--- src/rtl/ahb_arbiter_if.sv ---
// Arbiter request/grant bundle shared by the masters and the burst-aware arbiter.
// Lock signals exist only when AHB_ARB_LOCK_EN is defined.
interface ahb_arbiter_if #(
    parameter int AHB_MASTER_NUM = 4,
    parameter int AHB_MID_WIDTH  = $clog2(AHB_MASTER_NUM)
);
    logic [AHB_MASTER_NUM-1:0] ahb_req_in;
    logic [1:0]                ahb_trans_in;
    logic [2:0]                ahb_burst_in;
    logic                      ahb_ready_in;
    logic [AHB_MASTER_NUM-1:0] ahb_grant_out;
    logic [AHB_MID_WIDTH-1:0]  ahb_master_out;
    logic [AHB_MID_WIDTH-1:0]  ahb_master_data_out;
`ifdef AHB_ARB_LOCK_EN
    logic [AHB_MASTER_NUM-1:0] ahb_lock_in;
    logic                      ahb_mastlock_out;

    modport slave (
        input  ahb_req_in, ahb_trans_in, ahb_burst_in, ahb_ready_in, ahb_lock_in,
        output ahb_grant_out, ahb_master_out, ahb_master_data_out, ahb_mastlock_out
    );
    modport master (
        output ahb_req_in, ahb_trans_in, ahb_burst_in, ahb_ready_in, ahb_lock_in,
        input  ahb_grant_out, ahb_master_out, ahb_master_data_out, ahb_mastlock_out
    );
`else
    modport slave (
        input  ahb_req_in, ahb_trans_in, ahb_burst_in, ahb_ready_in,
        output ahb_grant_out, ahb_master_out, ahb_master_data_out
    );
    modport master (
        output ahb_req_in, ahb_trans_in, ahb_burst_in, ahb_ready_in,
        input  ahb_grant_out, ahb_master_out, ahb_master_data_out
    );
`endif
endinterface

--- src/rtl/ahb_arbiter.sv ---
// Burst-aware round-robin AHB arbiter; optional HMASTLOCK support under AHB_ARB_LOCK_EN.
// Latency: grant/owner registered, one cycle from a re-arbitration point.
// Backpressure: ahb_ready_in low freezes grant, owner indices, beat counter and state.
module ahb_arbiter #(
    parameter int AHB_MASTER_NUM = 4,
    parameter int AHB_MID_WIDTH  = $clog2(AHB_MASTER_NUM)
) (
    input logic          ahb_clk_in,
    input logic          ahb_rst_in,
    ahb_arbiter_if.slave bus
);
    typedef enum logic [1:0] {
        ST_IDLE  = 2'd0,
        ST_XFER  = 2'd1,
        ST_BURST = 2'd2
    } state_e;

    localparam logic [1:0] TR_IDLE   = 2'b00;
    localparam logic [1:0] TR_BUSY   = 2'b01;
    localparam logic [1:0] TR_NONSEQ = 2'b10;
    localparam logic [1:0] TR_SEQ    = 2'b11;
    localparam logic [2:0] BU_SINGLE = 3'd0;
    localparam logic [2:0] BU_INCR   = 3'd1;

    state_e                    state_q;
    logic [3:0]                cnt_q, cnt_d;
    logic [AHB_MID_WIDTH-1:0]  owner_q, owner_d;
    logic [AHB_MID_WIDTH-1:0]  data_owner_q;
    logic [AHB_MASTER_NUM-1:0] grant_q, grant_d;
    logic [3:0]                len_m1;
    logic                      fixed_burst;
    logic                      rearb;

    // First requester after the current owner, wrapping back to the owner itself.
    function automatic logic [AHB_MID_WIDTH-1:0] rr_pick(
        input logic [AHB_MASTER_NUM-1:0] req,
        input logic [AHB_MID_WIDTH-1:0]  cur
    );
        logic [AHB_MID_WIDTH-1:0] pick;
        logic                     found;
        int                       idx;
        pick  = cur;
        found = 1'b0;
        for (int i = 1; i <= AHB_MASTER_NUM; i++) begin
            idx = int'(cur) + i;
            if (idx >= AHB_MASTER_NUM) begin
                idx = idx - AHB_MASTER_NUM;
            end
            if (!found && req[idx[AHB_MID_WIDTH-1:0]]) begin
                pick  = idx[AHB_MID_WIDTH-1:0];
                found = 1'b1;
            end
        end
        return pick;
    endfunction

    always_comb begin
        len_m1 = 4'd0;
        unique case (bus.ahb_burst_in)
            3'd2, 3'd3: len_m1 = 4'd3;
            3'd4, 3'd5: len_m1 = 4'd7;
            3'd6, 3'd7: len_m1 = 4'd15;
            default:    len_m1 = 4'd0;
        endcase
        fixed_burst = (bus.ahb_burst_in != BU_SINGLE) && (bus.ahb_burst_in != BU_INCR);
    end

    always_comb begin
        rearb = 1'b0;
        if (bus.ahb_ready_in) begin
            unique case (bus.ahb_trans_in)
                TR_IDLE:   rearb = 1'b1;
                TR_NONSEQ: rearb = (bus.ahb_burst_in == BU_SINGLE);
                TR_SEQ:    rearb = (cnt_q == 4'd1);
                default:   rearb = 1'b0;
            endcase
            // An undefined-length burst ends when its owner stops requesting.
            if (state_q == ST_XFER && bus.ahb_burst_in == BU_INCR &&
                bus.ahb_trans_in[1] && !bus.ahb_req_in[owner_q]) begin
                rearb = 1'b1;
            end
        end
`ifdef AHB_ARB_LOCK_EN
        if (bus.ahb_lock_in[owner_q]) begin
            rearb = 1'b0;
        end
`endif
    end

    always_comb begin
        owner_d = rearb ? rr_pick(bus.ahb_req_in, owner_q) : owner_q;
        grant_d = '0;
        grant_d[owner_d] = 1'b1;

        cnt_d = cnt_q;
        unique case (bus.ahb_trans_in)
            TR_IDLE:   cnt_d = 4'd0;
            TR_NONSEQ: cnt_d = len_m1;
            TR_SEQ:    cnt_d = (cnt_q != 4'd0) ? cnt_q - 4'd1 : 4'd0;
            default:   cnt_d = cnt_q;
        endcase
    end

`ifdef AHB_ARB_LOCK_EN
    logic mastlock_q;

    always_ff @(posedge ahb_clk_in) begin
        if (ahb_rst_in) begin
            mastlock_q <= 1'b0;
        end else if (bus.ahb_ready_in) begin
            mastlock_q <= bus.ahb_lock_in[owner_q];
        end
    end

    assign bus.ahb_mastlock_out = mastlock_q;
`endif

    always_ff @(posedge ahb_clk_in) begin
        if (ahb_rst_in) begin
            state_q      <= ST_IDLE;
            cnt_q        <= 4'd0;
            owner_q      <= '0;
            data_owner_q <= '0;
            grant_q      <= {{(AHB_MASTER_NUM-1){1'b0}}, 1'b1};
        end else if (bus.ahb_ready_in) begin
            cnt_q        <= cnt_d;
            owner_q      <= owner_d;
            grant_q      <= grant_d;
            data_owner_q <= owner_q;
            unique case (state_q)
                ST_IDLE: begin
                    if (bus.ahb_trans_in == TR_NONSEQ) begin
                        state_q <= fixed_burst ? ST_BURST : ST_XFER;
                    end
                end
                ST_XFER, ST_BURST: begin
                    if (bus.ahb_trans_in == TR_IDLE) begin
                        state_q <= ST_IDLE;
                    end else if (bus.ahb_trans_in == TR_NONSEQ) begin
                        state_q <= fixed_burst ? ST_BURST : ST_XFER;
                    end
                end
                default: state_q <= ST_IDLE;
            endcase
        end
    end

    assign bus.ahb_grant_out       = grant_q;
    assign bus.ahb_master_out      = owner_q;
    assign bus.ahb_master_data_out = data_owner_q;
endmodule
--- src/flat_wrapper.sv ---
// flat-port wrapper written by rule: the top's interface ports become plain ports
module ahb_arbiter_flat 
#(
    parameter int AHB_MASTER_NUM = 4,
    parameter int AHB_MID_WIDTH  = $clog2(AHB_MASTER_NUM)
)
  (ahb_clk_in, ahb_rst_in, bus_ahb_req_in, bus_ahb_trans_in, bus_ahb_burst_in, bus_ahb_ready_in, bus_ahb_grant_out, bus_ahb_master_out, bus_ahb_master_data_out);
  ahb_arbiter_if #(.AHB_MASTER_NUM(AHB_MASTER_NUM), .AHB_MID_WIDTH(AHB_MID_WIDTH)) bus_i ();
  input logic ahb_clk_in;
  input logic ahb_rst_in;
  input wire logic [$bits(bus_i.ahb_req_in)-1:0] bus_ahb_req_in;
  input wire logic [$bits(bus_i.ahb_trans_in)-1:0] bus_ahb_trans_in;
  input wire logic [$bits(bus_i.ahb_burst_in)-1:0] bus_ahb_burst_in;
  input wire logic [$bits(bus_i.ahb_ready_in)-1:0] bus_ahb_ready_in;
  output wire logic [$bits(bus_i.ahb_grant_out)-1:0] bus_ahb_grant_out;
  output wire logic [$bits(bus_i.ahb_master_out)-1:0] bus_ahb_master_out;
  output wire logic [$bits(bus_i.ahb_master_data_out)-1:0] bus_ahb_master_data_out;
  assign bus_i.ahb_req_in = bus_ahb_req_in;
  assign bus_i.ahb_trans_in = bus_ahb_trans_in;
  assign bus_i.ahb_burst_in = bus_ahb_burst_in;
  assign bus_i.ahb_ready_in = bus_ahb_ready_in;
  assign bus_ahb_grant_out = bus_i.ahb_grant_out;
  assign bus_ahb_master_out = bus_i.ahb_master_out;
  assign bus_ahb_master_data_out = bus_i.ahb_master_data_out;
  ahb_arbiter #(.AHB_MASTER_NUM(AHB_MASTER_NUM), .AHB_MID_WIDTH(AHB_MID_WIDTH)) u_core (.ahb_clk_in(ahb_clk_in), .ahb_rst_in(ahb_rst_in), .bus(bus_i));
endmodule
--- config.mk ---
export PLATFORM = sky130hd
export DESIGN_NAME = ahb_arbiter_flat
export DESIGN_NICKNAME = d
export VERILOG_FILES = /design/src/rtl/ahb_arbiter_if.sv /design/src/rtl/ahb_arbiter.sv /design/src/flat_wrapper.sv
export SDC_FILE = /design/constraint.sdc
export NUM_CORES = 1
export LEC_CHECK = 0
export BUFFER_PORTS_ARGS = -buffer_cell sky130_fd_sc_hd__clkbuf_2
export CORE_UTILIZATION = 52
export DETAILED_ROUTE_END_ITERATION = 10
export PLACE_DENSITY = 0.87
export SETUP_SLACK_MARGIN = 0.3
export SYNTH_ARGS = -nofsm -noshare
export SYNTH_HDL_FRONTEND = slang
export SYNTH_SLANG_ARGS = --single-unit
--- constraint.sdc ---
create_clock -name ahb_clk_in -period 2.57 [get_ports ahb_clk_in]
set_input_delay 0.1285 -clock ahb_clk_in [delete_from_list [all_inputs] [get_ports ahb_clk_in]]
set_output_delay 0.1285 -clock ahb_clk_in [all_outputs]
set_load 0.1 [all_outputs]
==> flow_results.xml <==
<?xml version="1.0" encoding="UTF-8"?>
<metrics>
  <group name="sta">
    <metric name="worst-slew-pin-transition" unit="ps">545</metric>
    <metric name="min_period" unit="ps">2060</metric>
    <metric name="hold_violations" unit="">0</metric>
    <metric name="timing.setup.tns" unit="ps">0</metric>
    <metric name="period_share" unit="%">80.2</metric>
    <metric name="max_freq" unit="GHz">0.485</metric>
    <metric name="fin_worst_skew" unit="ps">10.5</metric>
    <metric name="maxSlewHeadroom" unit="%">63.8</metric>
    <metric name="total_count_of_max_transition_violations_in_the_final_report" unit="">0</metric>
    <metric name="finalSetupViolations" unit="">0</metric>
    <metric name="rsz0062_at_grt" unit="">no</metric>
  </group>
  <group name="pwr">
    <metric name="total_power" unit="µW">492</metric>
    <metric name="cellLeakagePower" unit="nW">0.467</metric>
    <metric name="cellPowerDensity" unit="mW/mm²">482</metric>
    <metric name="highest_ir_drop_seen_on_vdd" unit="V">0.000335</metric>
  </group>
  <group name="hold_path">
    <metric name="hold_path_startpoint" unit="">bus_ahb_burst_in[1]</metric>
    <metric name="worstHoldPathType" unit="">in2reg</metric>
  </group>
  <group name="detailed_routing">
    <metric name="vias_per_cell" unit="">6.24</metric>
    <metric name="post-route-drc-count" unit="">4</metric>
    <metric name="drt_iter0_drc" unit="">13</metric>
    <metric name="drt_pre_antenna_iters" unit="">7</metric>
    <metric name="ant_nets" unit="">0</metric>
    <metric name="wire_per_inst" unit="µm">13.4</metric>
    <metric name="routed-via-count" unit="">868</metric>
    <metric name="routed_wl" unit="µm">1870</metric>
  </group>
  <group name="clocking">
    <metric name="setup_bufs_post_cts" unit="">0</metric>
    <metric name="h-tree-depth" unit="">1</metric>
    <metric name="clock_pin_slew_on_the_worst_setup_and_hold_paths" unit="ps">80</metric>
    <metric name="clock_tree_from_tritoncts" unit="">done</metric>
    <metric name="cts_hold_repair.buffers" unit="">0</metric>
    <metric name="tritoncts.num_buffers" unit="">3</metric>
    <metric name="cts.sink_count" unit="">14</metric>
    <metric name="cts-root-buf" unit="">clkbuf_4</metric>
    <metric name="worst_skew_pair.late_latency" unit="ps">280</metric>
    <metric name="ctsLongestPathBuffers" unit="">2</metric>
    <metric name="quantity_of_gates_resized_following_cts" unit="">0</metric>
  </group>
  <group name="setup_path">
    <metric name="critical_path.reg2reg.startpoint" unit="">u_core.bus.ahb_master_out[0]</metric>
    <metric name="end_kind" unit="">register</metric>
    <metric name="worst_path_largest_cell_delay" unit="ps">510</metric>
    <metric name="cp_data_arrival_time" unit="ps">2240</metric>
    <metric name="path_class" unit="">reg2reg</metric>
    <metric name="critical_path.max_fanout" unit="">8</metric>
    <metric name="worst-r2r-setup-slack" unit="ps">510</metric>
    <metric name="critical_path.startpoint_type" unit="">register</metric>
    <metric name="cp-startpoint" unit="">u_core.bus.ahb_master_out[0]</metric>
    <metric name="worst-endpoint-required" unit="ps">2750</metric>
    <metric name="critical_path.endpoint" unit="">u_core.bus.ahb_grant_out[3]</metric>
    <metric name="r2r.worst_path.cells" unit="">5</metric>
    <metric name="worstReg2RegEnd" unit="">u_core.bus.ahb_grant_out[3]</metric>
    <metric name="worstPathCellList" unit="">mux4_2, nor4b_2, o2111ai_1, xnor2_2, o32ai_1</metric>
    <metric name="crit_path_top_delay_cell" unit="">mux4_2</metric>
  </group>
  <group name="finish">
    <metric name="areaGrowthSynthToFinish" unit="%">14.8</metric>
    <metric name="antenna_cells_inserted" unit="">0</metric>
    <metric name="layout.cells.most_common" unit="">clkbuf_2</metric>
    <metric name="post-route-cell-area" unit="mm²">0.00102</metric>
    <metric name="final_layout_size_suffix_gt1_share" unit="%">26.0</metric>
    <metric name="final_cell_mix" unit="">19 x clkbuf_2, 12 x nor2_1, 12 x dfxtp_1, 10 x nand2_1, 8 x a21oi_1</metric>
    <metric name="final.fill_count" unit="">130</metric>
    <metric name="num-nets-final" unit="">139</metric>
  </group>
  <group name="synthesis">
    <metric name="ys.warnings.count" unit="">0</metric>
    <metric name="synth-async-reset-ratio" unit="%">0</metric>
    <metric name="synth_edf_count" unit="">0</metric>
    <metric name="synthCells" unit="">104</metric>
    <metric name="yosysUniqueCellTypes" unit="">39</metric>
    <metric name="syn_nets" unit="">119</metric>
    <metric name="count_of_state_elements_after_synthesis" unit="">14</metric>
    <metric name="avgSynthCellArea" unit="µm²">8.55</metric>
    <metric name="ys_seq_area_share" unit="%">31.5</metric>
    <metric name="dominantRegCellSynth" unit="">dfxtp_1</metric>
    <metric name="synth_area" unit="µm²">890</metric>
  </group>
  <group name="die">
    <metric name="die_area" unit="mm²">0.00188</metric>
    <metric name="initial_core_util" unit="%">57.1</metric>
    <metric name="chipWidth" unit="µm">43.4</metric>
    <metric name="placeable_core_region" unit="mm²">0.00156</metric>
    <metric name="boundaryPins" unit="">20</metric>
    <metric name="placement_rows" unit="">14</metric>
    <metric name="die_height" unit="µm">43.4</metric>
  </group>
  <group name="global_routing">
    <metric name="grtUsageTotal" unit="%">22.9</metric>
    <metric name="use_met2" unit="%">38.8</metric>
    <metric name="grt_overflow_total" unit="">0</metric>
    <metric name="grt_pass1_vias" unit="">778</metric>
    <metric name="antenna_found_initial" unit="">0</metric>
    <metric name="met1_usage" unit="%">29.5</metric>
    <metric name="groute.layer.met3.usage" unit="%">2.92</metric>
    <metric name="grt_first_pass_wirelength" unit="µm">3290</metric>
    <metric name="grt_most_used_layer" unit="">met2</metric>
    <metric name="grt_max_degree" unit="">15</metric>
  </group>
  <group name="placed_design">
    <metric name="gp_congestion" unit="">0.929</metric>
    <metric name="placement.io_buffers" unit="">19</metric>
    <metric name="post-dp-hpwl" unit="µm">1410</metric>
    <metric name="place_area" unit="µm²">995</metric>
  </group>
  <group name="status">
    <metric name="failed_checks" unit="">DRC</metric>
    <metric name="run_status" unit="">complete, but fails checks</metric>
  </group>
  <group name="flow_run">
    <metric name="max_cap_viol_count" unit="">0</metric>
  </group>
</metrics>
## worst min path at each step
stage | end | cells after the start | slack, ps
floorplan | u_core.bus.ahb_grant_out[1] | 1 | 220
global placement | u_core.bus.ahb_grant_out[3] | 2 | 470
detailed placement | u_core.bus.ahb_grant_out[3] | 2 | 480
CTS | u_core.state_q[0] | 4 | 200
global route | u_core.state_q[0] | 4 | 220
finish | u_core.state_q[0] | 4 | 200
## sequential cells by signal, summed over array words and instances, names as in the netlist
signal                          flops
u_core.cnt_q                        4
u_core.bus.ahb_master_data_out      2
u_core.bus.ahb_grant_out            4
u_core.bus.ahb_master_out           2
u_core.state_q                      2
## per-stage QoR
stage,setup slack (ps),cells,hold slack [ps],util (%)
2_1_floorplan,403,104,222,-
3_3_place_gp,596,135,470,63.8
3_5_place_dp,534,135,479,63.8
4_1_cts,484,139,203,65.5
5_1_grt,359,139,219,65.5
6_report,508,139,205,65.5
## synthesized netlist by cell type (2+ instances only)
master    count  share of area [%]
o21ai_0       4                2.3
nor2_1       12                5.1
o21ai_1       2                1.1
ha_1          3                4.2
mux2i_1       5                5.6
inv_1         7                3.0
a41o_1        2                2.3
dfxtp_1      14                 32
nand2b_1      3                2.1
nand4_1       2                1.4
clkbuf_1      4                1.7
o32ai_2       2                3.7
or3_1         2                1.4
a21oi_1       8                4.5
nand2_1      10                4.2
## routing by layer
| metal | routed length [µm] | vias up |
|---|---|---|
| met5 | 0 | - |
| met2 | 897 | 24 |
| met4 | 24 | 0 |
| met3 | 89 | 4 |
| met1 | 856 | 420 |
| li1 | - | 420 |
## critical path, delay by kind of cell (launching register included)
| kind | cells | cell delay (ps) |
|---|---|---|
| muxes | 1 | 510 |
| AOI/OAI and AO/OA | 2 | 510 |
| DFF | 1 | 400 |
| and+or+nand+nor | 1 | 330 |
| xor gates and xnor gates | 1 | 220 |
## area by class of cell
type	count	area, µm²	share of cell area [%]
flip-flops and latches	14	285	27.9
multi-input cells	79	568	55.6
clock buffers	4	26.3	2.57
repair buffers	19	95.1	9.31
well taps	16	20.0	1.96
inverters	7	26.3	2.57
## cells by family (layout without fill, tap and decap cells)
group	after synthesis	after routing	synth area share, %
simple gates	39	39	23.8
compound gates	29	29	24.2
flops	14	14	31.5
buf+inv	11	30	4.64
mux	7	7	9.84
fa+ha+maj	3	3	4.22
xor+xnor	1	1	1.83
## power breakdown
group / total (mW) / switching, mW / internal [mW] / leakage (nW)
Sequential: 0.235 / 0.00973 / 0.225 / 0.115
Clock: 0.125 / 0.0648 / 0.0601 / 0.0150
Combinational: 0.132 / 0.0896 / 0.0423 / 0.337
Note: power is estimated with default switching activity, not from simulation.
